--- src/rtl/mem_stage.sv ---
// rtl/mem_stage.sv - RISC-V memory-access stage: data-bus handshake, lane alignment, load extension
module mem_stage #(
    parameter int WORD_SIZE = 32,
    parameter int ADDR_SIZE = 32,
    parameter int NUM_REGS  = 32,
    parameter int REG_SEL   = $clog2(NUM_REGS)
) (
    input  logic                 clk,
    input  logic                 rst_n,
    input  logic                 in_valid,
    input  logic                 mem_read,
    input  logic                 mem_write,
    input  logic                 reg_write,
    input  logic [WORD_SIZE-1:0] result,
    input  logic [WORD_SIZE-1:0] save_data,
    input  logic [REG_SEL-1:0]   rd,
    input  logic [1:0]           data_size,
    input  logic                 data_sign,
    output logic                 stall,
    output logic [WORD_SIZE-1:0] mem_forward,
    output logic                 dmem_req,
    output logic                 dmem_we,
    output logic [ADDR_SIZE-1:0] dmem_addr,
    output logic [WORD_SIZE-1:0] dmem_wdata,
    output logic [3:0]           dmem_be,
    input  logic                 dmem_ready,
    input  logic                 dmem_rvalid,
    input  logic [WORD_SIZE-1:0] dmem_rdata,
    output logic                 wb_valid,
    output logic                 wb_reg_write,
    output logic [REG_SEL-1:0]   wb_rd,
    output logic [WORD_SIZE-1:0] wb_data,
    output logic                 misaligned
);

    typedef enum logic [1:0] {IDLE, REQ, WAIT} state_t;

    state_t               state;
    logic [WORD_SIZE-1:0] h_result;
    logic [WORD_SIZE-1:0] h_save;
    logic [REG_SEL-1:0]   h_rd;
    logic [1:0]           h_size;
    logic                 h_sign;
    logic                 h_read;
    logic                 h_write;
    logic                 h_reg_write;

    logic                 in_mem;
    logic                 in_illegal;
    logic [1:0]           lane;
    logic [3:0]           be_raw;
    logic [WORD_SIZE-1:0] wdata_raw;
    logic [WORD_SIZE-1:0] shifted;
    logic [WORD_SIZE-1:0] load_val;

    assign in_mem     = mem_read | mem_write;
    assign in_illegal = (data_size == 2'b11)
                      | ((data_size == 2'b01) & result[0])
                      | ((data_size == 2'b10) & (result[1:0] != 2'b00));

    assign lane        = h_result[1:0];
    assign stall       = (state != IDLE);
    assign mem_forward = h_result;

    always_comb begin
        be_raw    = 4'b1111;
        wdata_raw = h_save;
        case (h_size)
            2'b00: begin
                be_raw    = 4'b0001 << lane;
                wdata_raw = {4{h_save[7:0]}};
            end
            2'b01: begin
                be_raw    = lane[1] ? 4'b1100 : 4'b0011;
                wdata_raw = {2{h_save[15:0]}};
            end
            default: begin
                be_raw    = 4'b1111;
                wdata_raw = h_save;
            end
        endcase
    end

    // Bus outputs are gated by REQ so they read zero whenever no access is offered.
    assign dmem_req   = (state == REQ);
    assign dmem_we    = dmem_req & h_write & ~h_read;
    assign dmem_addr  = dmem_req ? {h_result[ADDR_SIZE-1:2], 2'b00} : '0;
    assign dmem_be    = dmem_req ? be_raw : 4'b0000;
    assign dmem_wdata = dmem_req ? wdata_raw : '0;

    assign shifted = dmem_rdata >> {lane, 3'b000};

    always_comb begin
        load_val = shifted;
        case (h_size)
            2'b00:   load_val = {{(WORD_SIZE-8){h_sign & shifted[7]}}, shifted[7:0]};
            2'b01:   load_val = {{(WORD_SIZE-16){h_sign & shifted[15]}}, shifted[15:0]};
            default: load_val = shifted;
        endcase
    end

    always_ff @(posedge clk or negedge rst_n) begin
        if (!rst_n) begin
            state        <= IDLE;
            h_result     <= '0;
            h_save       <= '0;
            h_rd         <= '0;
            h_size       <= 2'b00;
            h_sign       <= 1'b0;
            h_read       <= 1'b0;
            h_write      <= 1'b0;
            h_reg_write  <= 1'b0;
            wb_valid     <= 1'b0;
            wb_reg_write <= 1'b0;
            wb_rd        <= '0;
            wb_data      <= '0;
            misaligned   <= 1'b0;
        end else begin
            wb_valid     <= 1'b0;
            wb_reg_write <= 1'b0;
            misaligned   <= 1'b0;
            case (state)
                IDLE: begin
                    if (in_valid) begin
                        h_result    <= result;
                        h_save      <= save_data;
                        h_rd        <= rd;
                        h_size      <= data_size;
                        h_sign      <= data_sign;
                        h_read      <= mem_read;
                        h_write     <= mem_write;
                        h_reg_write <= reg_write;
                        if (!in_mem) begin
                            wb_valid     <= 1'b1;
                            wb_reg_write <= reg_write;
                            wb_rd        <= rd;
                            wb_data      <= result;
                        end else if (in_illegal) begin
                            wb_valid   <= 1'b1;
                            misaligned <= 1'b1;
                            wb_rd      <= rd;
                            wb_data    <= result;
                        end else begin
                            state <= REQ;
                        end
                    end
                end
                REQ: begin
                    if (dmem_ready) begin
                        // A read+write instruction is a load, so h_read decides the path.
                        if (h_read) begin
                            state <= WAIT;
                        end else begin
                            wb_valid <= 1'b1;
                            wb_rd    <= h_rd;
                            state    <= IDLE;
                        end
                    end
                end
                WAIT: begin
                    if (dmem_rvalid) begin
                        wb_valid     <= 1'b1;
                        wb_reg_write <= h_reg_write;
                        wb_rd        <= h_rd;
                        wb_data      <= load_val;
                        state        <= IDLE;
                    end
                end
                default: state <= IDLE;
            endcase
        end
    end

endmodule

--- config.mk ---
export PLATFORM = sky130hd
export DESIGN_NAME = mem_stage
export DESIGN_NICKNAME = d
export VERILOG_FILES = /design/src/rtl/mem_stage.sv
export SDC_FILE = /design/constraint.sdc
export NUM_CORES = 1
export LEC_CHECK = 0
export BUFFER_PORTS_ARGS = -buffer_cell sky130_fd_sc_hd__buf_4
export CORE_AREA = 2 2 87 152
export CTS_BUF_LIST = sky130_fd_sc_hd__clkbuf_16
export DETAILED_ROUTE_END_ITERATION = 10
export DIE_AREA = 0 0 89 154
export GPL_TIMING_DRIVEN = 0
export PLACE_DENSITY_LB_ADDON = 0.15
export SETUP_SLACK_MARGIN = 0.4
export SYNTH_ARGS = -nofsm -noshare
export SYNTH_HDL_FRONTEND = slang
export SYNTH_SLANG_ARGS = --single-unit
--- constraint.sdc ---
create_clock -name clk -period 5.8 [get_ports clk]
set_input_delay 1.74 -clock clk [delete_from_list [all_inputs] [get_ports clk]]
set_output_delay 1.74 -clock clk [all_outputs]
set_load 0.1 [all_outputs]
After elaboration in Yosys (flattened, before gate mapping)
Cells that the tools add are included.
Operators by class
  muxes and demuxes: 40
  shift-type cells: 2
  eq/ne operators: 13
  bitwise operators: 10
  reductions and logical operators: 10
Operators by type and width (number)
  $mux W32: 6
  $pmux W32 S2: 3
  $shr A32 B5 Y32: 1
  $mux W5: 6
  $pmux W5 S3: 1
  $mux W1: 12
  $mux W2: 6
  $ne A2 B2 Y1 const B: 5
  $mux W4: 2
  $pmux W4 S2: 1
  $and A1 B1 Y1: 6
  $eq A2 B1 Y1 const B: 3
  $eq A2 B2 Y1 const B: 3
  $pmux W2 S3: 1
  $reduce_and A6 Y1: 1
  $reduce_bool A2 Y1: 3
  $reduce_and A5 Y1: 1
  $logic_not A2 Y1: 2
  $reduce_and A4 Y1: 1
  $shl A1 B2 Y4 const A: 1
  $ne A3 B3 Y1 const B: 1
  $or A1 B1 Y1: 3
  $pmux W1 S3: 1
  $reduce_bool A3 Y1: 1
  other kinds (4): 4
Word-level totals
  input bits: 112
  register bits after elaboration: 117
  output and inout bits: 143
  word-level logic and storage cells: 89

Depth between registers and ports, before layout
  depth in word-level cells: 8
  depth in mapped cells: 8
  mapped depth without buffers: 6

Worst setup path before layout
No wires, ideal clock.
  kind: register to output
  start: reg state[1]
  end: out dmem_wdata[10]
  required time: 4060 ps
  arrival: 3902 ps
  cell stages (with the launch flop): 5
  buffers on the path: 1
  slack: 158 ps
  cell sequence: dfrtp_1 inv_1 ha_1 clkbuf_1 a21boi_0
On the way
  longest elaborated chain between the ends: 2
RTL lines
  start, declared: line 38  | state_t state;
  start signal, assigned: line 104  | state <= IDLE;
  start signal, assigned: line 144  | state <= REQ;
  start signal, assigned: line 152  | state <= WAIT;
  $eq A2 B1 Y1: line 85  | assign dmem_req = (state == REQ);
  named net dmem_req: line 21  | output logic dmem_req,
  $mux W32: line 89  | assign dmem_wdata = dmem_req ? wdata_raw : '0;
  end, declared: line 24  | output logic [WORD_SIZE-1:0] dmem_wdata,
The timed path passes the listed nets, and every way through them passes these cells.

Worst setup path in the final report
  start: reg state[1]
  end: out dmem_wdata[2]
On the way
  longest elaborated chain between the ends: 2
RTL lines (line)
  $eq A2 B1 Y1: 85
  $mux W32: 89
Every way passes these cells.

==> results.sh <==
export IMPL_status="finished clean"
export IMPL_diodes=0
export IMPL_drt_pass1_iterations=5
export IMPL_relSlewSlack_pct=42.1
export IMPL_rows=54
export IMPL_clock_latency_ns=0.41
export IMPL_cts_hold_buf=0
export IMPL_setup_viol=0
export IMPL_avgViaCountPerCell=5.80
export IMPL_crit_fanout=10
export IMPL_rsz0062_at_grt="no"
export IMPL_cts_tree="yes"
export IMPL_synth_main_ff_cell="dfrtp_1"
export IMPL_min_period_ns=4.57
export IMPL_start_kind="flop"
export IMPL_cts_resized=0
export IMPL_synth_top_area_share_pct=44.3
export IMPL_synth_top_area_cell="dfrtp_1"
export IMPL_antenna_found_initial=0
export IMPL_dieArea_um2=13700
export IMPL_initial_utilization_pct=53.2
export IMPL_grt_usage_pct=32.9
export IMPL_netlist_instances=616
export IMPL_dieHeight_um=154
export IMPL_worstSetupPathType="reg -> out"
export IMPL_grt_max_degree=75
export IMPL_finalNetCount=1005
export IMPL_crit_family="buffers and inverters"
export IMPL_drc_errors=0
export IMPL_cp_common_cell="clkbuf_1"
export IMPL_place_congestion=0.894
export IMPL_grt_pass1_wl_mm=34.0
export IMPL_drt_iter0_drc=409
export IMPL_hp_class="reg -> reg"
export IMPL_grt_ovfl_total=0
export IMPL_wl_per_cell_um=21.0
export IMPL_end_kind="primary output"
export IMPL_ys_async_sr_fraction_pct=100
export IMPL_skew_ns=0.0101
export IMPL_cts_clk_slew_worst_paths_ns=0.06
export IMPL_design_portCount=255
export IMPL_worstPathCellList="inv_1 > ha_1 > clkbuf_1 > clkbuf_1 > and2_1 > buf_4"
export IMPL_fmax_mhz=219
export IMPL_cts_setup_buffers=0
export IMPL_yosys_top_cells_area="dfrtp_1 44%, mux2_2 14%, mux2i_1 7.0%, and2_1 5.1%, a21oi_1 2.8%"
export IMPL_synth_area_per_cell_um2=10.7
export IMPL_cts_buffers=17
export IMPL_required_ns=4.06
export IMPL_slew_viol_final=0
export IMPL_critPathBufInv=4
export IMPL_slowest_delay_ns=0.51
export IMPL_tns_ns=0
export IMPL_htree_num_levels=4
export IMPL_first_global_vias=6538
export IMPL_drive_gt1_share_pct=44.8
export IMPL_port_buffers=252
export IMPL_synth_edf_count=0
export IMPL_die_w_um=89
export IMPL_fin_crit_sh_pct=78.8
export IMPL_synth_warnings=0
export IMPL_route_antenna_remaining_nets=0
export IMPL_area_growth_pct=41.3
export IMPL_slowest_stage="clkbuf_1"
export IMPL_cts_root_buffer="clkbuf_16"
export IMPL_synth_area_um2=6610
export IMPL_yosysSeqAreaShare_pct=44.3
export IMPL_wl_mm=22.5
export IMPL_cp_data_arrival_time_ns=2.83
export IMPL_core_area_um2=12400
export IMPL_worst_pin_slew_ns=0.861
export IMPL_ys_types=48
export IMPL_maxCapViolCount=0
export IMPL_synth_seq_cells=117
export IMPL_clockBufferDepth=2
export IMPL_post_dp_hpwl_mm=17.5
export IMPL_cts_sinks=117
export IMPL_finalHoldViolCount=0
export IMPL_vias=6199
## registers in the layout, indices dropped and copies added, names as in the netlist
signal / cells
misaligned: 1
state: 2
h_rd: 5
wb_rd: 5
h_save: 32
mem_forward: 32
h_size: 2
h_write: 1
wb_data: 32
wb_reg_write: 1
h_sign: 1
wb_valid: 1
h_reg_write: 1
h_read: 1
## cell type report
cell class | count | area [um^2]
plain buffers | 52 | 245
clock buffers | 17 | 425
clock inverters | 14 | 164
fillers | 942 | 3100
inverters | 6 | 22.5
multi-input cells | 442 | 3420
flip-flops and latches | 117 | 2930
well taps | 168 | 210
repair buffers | 253 | 1920
## stage by stage
| stage | utilization, % | worst slack [ns] | hold slack (ns) | instances | cell area (um^2) |
|---|---|---|---|---|---|
| after floorplan | - | 0.158 | 0.447 | 617 | 6610 |
| after global placement | 70.1 | 1.73 | 0.469 | 1037 | 8710 |
| after detailed placement | 70.4 | 1.69 | 0.472 | 1038 | 8750 |
| after CTS | 75.1 | 1.23 | 0.486 | 1069 | 9340 |
| after global routing | 75.1 | 1.10 | 0.523 | 1069 | 9340 |
| final | 75.1 | 1.23 | 0.481 | 1069 | 9340 |
## synth_stat cells, types with 2 or more instances
master / n
a21boi_0: 8
buf_1: 4
o21ai_0: 33
o31ai_1: 17
nand2b_1: 5
buf_2: 13
inv_1: 5
clkbuf_1: 30
o41ai_1: 6
o211ai_1: 5
a21oi_1: 37
a211oi_1: 7
dfrtp_1: 117
buf_4: 2
ha_1: 4
nand3_1: 8
o21a_1: 5
or2_2: 8
nor3_1: 9
a221o_1: 8
nand2_1: 29
mux2i_1: 46
nor3b_1: 9
nor2b_1: 14
a311oi_1: 6
mux2_2: 84
a311oi_2: 10
buf_6: 2
nor2_1: 13
and2_1: 54
## worst paths after layout
path | from | slack (ns) | to | depth (start not counted)
setup / recovery | state[1]$_DFFE_PN0P_ | 1.23 | dmem_wdata[2] | 6
max in group asynchronous | rst_n | 3.82 | wb_data[8]$_DFFE_PN0P_ | 2
hold / removal | h_reg_write$_DFFE_PN0P_ | 0.48 | h_reg_write$_DFFE_PN0P_ | 2
min in group asynchronous | rst_n | 1.25 | mem_forward[28]$_DFFE_PN0P_ | 1
setup reg to reg | state[0]$_DFFE_PN0P_ | 3.28 | mem_forward[4]$_DFFE_PN0P_ | 7
hold reg to reg | h_reg_write$_DFFE_PN0P_ | 0.48 | h_reg_write$_DFFE_PN0P_ | 2
## layer usage
metal	wire, um	track usage, %	share of wire, %
met5	0	0	0
met4	1550	21.4	6.9
met3	1560	8.11	6.9
met2	11900	57.7	53
met1	7530	33.2	33
## cell usage in the layout (no fill, tap or decap), types with 10 or more instances in the layout
cell type  count
nor2_1        13
o31ai_1       17
nand2_1       29
dfrtp_1      117
clkbuf_1      30
a311oi_2      10
clkbuf_16     17
nor2b_1       14
buf_4        253
buf_2         13
mux2i_1       46
a21oi_1       37
o21ai_0       33
mux2_2        84
and2_1        54
## cell families (layout without fill, tap and decap cells)
logic type	Yosys count	in the layout	share of synthesized area, %
AND/OR/NAND/NOR	155	155	13.1
AO/OA/AOI/OAI	150	150	16.1
multiplexers	131	131	21.6
flip-flops	117	117	44.3
buffers and inverters	58	342	4.05
adder cells (fa/ha/maj)	4	4	0.757
other	1	2	0.0567
## worst reg2reg max path: cells and delay by family (launching register included)
kind | cells | cell delay, ns
buf+inv | 4 | 1.21
flops | 1 | 0.40
mux | 1 | 0.38
fa+ha+maj | 1 | 0.20
simple gates | 1 | 0.20
Power is left out: the tool's default activity adds up to more than one toggle a clock period on the data nets, which glitch-free logic cannot reach.
